## config.mk

```make
export PLATFORM = sky130hd
export DESIGN_NAME = bram_snap_capture
export DESIGN_NICKNAME = d
export VERILOG_FILES = /design/src/rtl/bram_snap_capture.sv
export SDC_FILE = /design/constraint.sdc
export NUM_CORES = 1
export LEC_CHECK = 0
export BUFFER_PORTS_ARGS = -buffer_cell sky130_fd_sc_hd__buf_2
export CORE_AREA = 5 5 88 90
export CTS_CLUSTER_DIAMETER = 50
export DETAILED_ROUTE_END_ITERATION = 8
export DIE_AREA = 0 0 93 95
export SYNTH_ARGS = -nofsm -noshare
export SYNTH_HDL_FRONTEND = slang
export SYNTH_SLANG_ARGS = --single-unit
```

## constraint.sdc

```tcl
create_clock -name fabric_clk -period 2.55 [get_ports fabric_clk]
set_input_delay 0 -clock fabric_clk [delete_from_list [all_inputs] [get_ports fabric_clk]]
set_output_delay 0 -clock fabric_clk [all_outputs]
set_load 0.05 [all_outputs]
```

## src/rtl/bram_snap_capture.sv

```systemverilog
// Snapshot writer for the fabric port of a dual-port BRAM: once armed and
// triggered it streams qualified samples to addresses 0..len-1, then flags done.
module bram_snap_capture #(
    parameter int RAM_DATA_WIDTH = 8,
    parameter int RAM_ADDR_WIDTH = 8
) (
    input  logic                      fabric_clk,
    input  logic                      fabric_rst_n,
    input  logic                      arm,
    input  logic                      trigger,
    input  logic [RAM_DATA_WIDTH-1:0] din,
    input  logic                      din_valid,
    input  logic [RAM_ADDR_WIDTH:0]   capture_len,
    output logic                      ram_we,
    output logic [RAM_ADDR_WIDTH-1:0] ram_addr,
    output logic [RAM_DATA_WIDTH-1:0] ram_data,
    output logic                      busy,
    output logic                      done,
    output logic [RAM_ADDR_WIDTH:0]   sample_count
);

    localparam logic [1:0] IDLE    = 2'd0;
    localparam logic [1:0] ARMED   = 2'd1;
    localparam logic [1:0] CAPTURE = 2'd2;
    localparam logic [1:0] DONE    = 2'd3;

    localparam logic [RAM_ADDR_WIDTH:0] DEPTH = (RAM_ADDR_WIDTH+1)'(1) << RAM_ADDR_WIDTH;

    logic [1:0]                state;
    logic [RAM_ADDR_WIDTH:0]   len_r;
    logic [RAM_ADDR_WIDTH:0]   next_count;
    logic                      accept;
    logic                      arm_ok;

    assign next_count = sample_count + 1'b1;
    assign accept     = din_valid && ((state == ARMED && trigger) || state == CAPTURE);
    assign arm_ok     = arm && (state == IDLE || state == DONE);

    always_ff @(posedge fabric_clk or negedge fabric_rst_n) begin
        if (!fabric_rst_n) begin
            state        <= IDLE;
            len_r        <= '0;
            ram_we       <= 1'b0;
            ram_addr     <= '0;
            ram_data     <= '0;
            busy         <= 1'b0;
            done         <= 1'b0;
            sample_count <= '0;
        end else begin
            ram_we <= 1'b0;
            if (arm_ok) begin
                state        <= ARMED;
                busy         <= 1'b1;
                done         <= 1'b0;
                sample_count <= '0;
                // Zero or oversize lengths mean "fill the whole RAM".
                len_r        <= (capture_len == '0 || capture_len > DEPTH) ? DEPTH : capture_len;
            end else if (accept) begin
                // sample_count < len_r <= DEPTH here, so its low bits are a valid address.
                ram_we       <= 1'b1;
                ram_addr     <= sample_count[RAM_ADDR_WIDTH-1:0];
                ram_data     <= din;
                sample_count <= next_count;
                if (next_count == len_r) begin
                    state <= DONE;
                    done  <= 1'b1;
                    busy  <= 1'b0;
                end else begin
                    state <= CAPTURE;
                end
            end
        end
    end

endmodule

```

==> key figures <==
Global route
  – Global router's overall resource usage: 0.117
  – Initial antenna violation count: 0
  – Largest net degree at the start of global routing: 40
  – Vias in the first global route: about 1,700
  – Grt total ovfl: 0
  – Grt met2 use: 0.199
  – GR Layer Usage met1: 0.145
  – Met3 global-route usage: 0.0319
  – GRT busiest layer: met2
  – First-pass GRT wire length: 8200 um

Clocking
  – Clk sinks: 39
  – H-tree Lvls: 2
  – CTS Root Cell: clkbuf_8
  – CTS buffer count: 5
  – Clock slew at reported path FFs: 0.07 ns
  – Bufs on Longest Clock Path: 2
  – Clk_lat worst skew: around 0.29 ns
  – Post-CTS Setup Inserts: 0
  – CTS tree: built

Die
  – Starting density of the core: 0.289
  – Core Rows: 31
  – DIE AREA: a little under 9000 sq um
  – Core area: 6980 sq um
  – DIE WIDTH: 93 um
  – # IOs: 50
  – Die height: 95 um

Cells and area
  – # diodes: 0
  – Final net count: 284
  – Final core occ: 0.373
  – Flip-flop and latch area: 976 sq um
  – Filler Cells Inserted: 717
  – Synth-to-layout area growth: 29.3%
  – Area taken by multi-input logic gates: 967 sq um
  – Final instance area: between 2000 and 3000 sq um
  – Share of cells above drive strength 1: 0.313

Routing
  – Final WL: 4690 um
  – ANT nets after route: 0
  – Drt drc: 0
  – Vias per cell: 4.79
  – Via count: 1,634
  – DRT iter0 DRCs: 50
  – Wire length per cell: around 14 um
  – Pre-antenna DRT Iters: 4

Worst hold path
  – Hold Startpoint: capture_len[8]
  – Hold endpoint: len_r[8]
  – Min-Delay Path Class: primary input to register
  – Worst hold stages: 4

Synthesis
  – Share of the synthesized area in the top cell type: 0.484
  – Post-synthesis cell type count: 45
  – YS warnings: 0
  – Ranking of synthesized cells by area: dfrtp_1, mux2_2, nand2_1, xnor2_1, xor2_1
  – Post-synthesis adder-cell area fraction: 0.0248
  – Syn avg cell area: approximately 11 sq um
  – Cell area after synthesis: around 2000 sq um
  – Multiplexer share of the synthesized area: 0.0894
  – XOR/XNOR share of the synthesized area: 0.0807
  – Synthesized flop and latch total: 39
  – Post-Synth Simple-Gate Area: 0.202
  – Largest area contributor in the netlist: dfrtp_1
  – Post-Synthesis Net Count: 217
  – Register area share after synthesis: 0.484
  – Largest family of logic cells by synthesized area: simple AND/OR/NAND/NOR gates
  – Synth Instances: ~190
  – Synth Area in Compound Gates: 0.0832

Timing
  – Worst Max-Slew Pin Slew: 0.857 ns
  – Post-route minimum period: 2.17 ns
  – Clock Skew: 0.00735 ns
  – Slew HR: 0.429
  – Pins Over Slew Limit: 0
  – Setup TNS Final: 0 ns
  – Hold violation count in the final report: 0
  – Final worst-path cycle share: 0.851
  – Unrepaired setup endpoints after global routing: false
  – Max Clk Rate: between 400 and 500 MHz
  – Setup-failing EPs final: 0
  – Fin Hold WS: 0.110 ns

Setup path
  – Max FO, Critical Path: 11
  – Worst reg2reg endpoint: state[0]
  – Worst reg-to-reg setup slack: roughly 0.38 ns
  – Critical path arrival: 2.37 ns
  – Critical Path RT: 2.75 ns
  – Setup crit end kind: register
  – Cell count of the worst reg-to-reg path: 6
  – Critical Path Source Type: register
  – CP Class: register to register
  – Worst R2R Start: sample_count[0]

Power and ir drop
  – Power density over the cells: ~980 nW/um^2
  – Peak VDD IR: approximately 0.00037 V
  – Pleak: 1.28 nW

Flow run
  – Max cap viols: 0

Placed design
  – DP HPWL: 3380 um
  – Port bufs: 49
  – Global placement routability congestion: 0.828
  – Post-place instance area: approximately 2300 sq um

Status
  – Status: finished clean
layout by cell type, fill, tap and decap left out, drive strengths merged, types with 3 or more instances in the layout:
cell	Yosys	layout
buf	4	53
dfrtp	39	39
nand2	31	31
dlygate4sd3	0	17
mux2	16	16
nor2	11	11
nand3b	8	8
xor2	8	8
xnor2	7	7
clkbuf	6	6
nand3	5	5
a21oi	5	5
and2	5	5
inv	4	4
nor4	4	4
ha	4	4
nor2b	3	3
o21ai	3	3
nor3	3	3
registers in the layout (all words and copies together) (netlist names):
signal	flops
ram_we	1
ram_addr	8
done	1
busy	1
len_r	9
ram_data	8
sample_count	9
state	2
routing by layer:
layer	up-vias	wire, um
met5	-	0
met1	787	2090
met4	0	57
met2	38	2340
li1	804	-
met3	5	208
worst max-delay path by stage:
stage,from,to,slack [ns],cells past startpoint
global placement,sample_count[0],done,0.49,6
finish,sample_count[0],state[0],0.38,6
global route,sample_count[0],state[0],0.20,6
CTS,sample_count[0],state[0],0.35,6
detailed placement,sample_count[0],state[0],0.38,6
floorplan,sample_count[1],done,0.26,7
layout make-up:
type                            instances  share of cell area
Tap cell                               82              0.0394
Clock buffer                            6              0.0317
Clock inverter                          2             0.00624
Timing Repair Buffer                   70               0.171
Sequential cell                        39               0.375
Multi-Input combinational cell        138               0.371
Inverter                                4             0.00576
cell families (layout without fill, tap and decap cells):
logic type,Yosys count,in the layout
compound gates,23,23
mux,16,16
flops,39,39
xor+xnor,16,16
fa+ha+maj,4,4
simple gates,79,79
buf+inv,14,82
where the power goes:
| group | switching (mW) | total, mW | internal [mW] |
|---|---|---|---|
| registers | 0.151 | 0.945 | 0.794 |
| clock network | 0.224 | 0.445 | 0.221 |
| logic | 0.761 | 1.16 | 0.397 |
| total | 1.14 | 2.55 | 1.41 |
synthesized netlist by cell type (all sizes together):
library cell / number
ha: 4
and4: 2
a21oi: 5
nand3b: 8
xnor2: 7
a21boi: 1
nor4: 4
buf: 4
o211ai: 1
xor2: 8
a2111oi: 2
o2111ai: 2
a21o: 2
inv: 4
nor2: 11
a22o: 1
o311ai: 1
nor2b: 3
xor3: 1
and2: 5
clkbuf: 6
dfrtp: 39
nor4bb: 1
mux2: 16
and3: 1
and3b: 1
o21ai: 3
a31o: 1
o2111a: 1
nor3: 3
nand2b: 1
nand2: 31
a211oi: 1
nor3b: 1
or3: 1
a311oi: 1
nand3: 5
or4: 1
o221ai: 1
per-stage QoR:
step	power, mW	setup slack, ns	instances
final	2.55	0.381	341
after global routing	2.74	0.202	341
after CTS	2.59	0.355	341
after detailed placement	2.11	0.377	316
after global placement	2.09	0.487	316
after floorplan	1.81	0.256	191
worst max-delay path: stages, from the launching register on:
cell and delay (ns):
dfrtp_1 0.54, ha_1 0.41, xor3_1 0.47, nor3_1 0.14, o2111ai_1 0.14, and2_1 0.19
o221ai_1 0.17
what timing repair did:
item	CTS	global route
endpoints found under the hold margin	55	0
hold buffers	17	0
gates resized for setup	0	0
No activity file was read; power rests on OpenSTA's default activity.
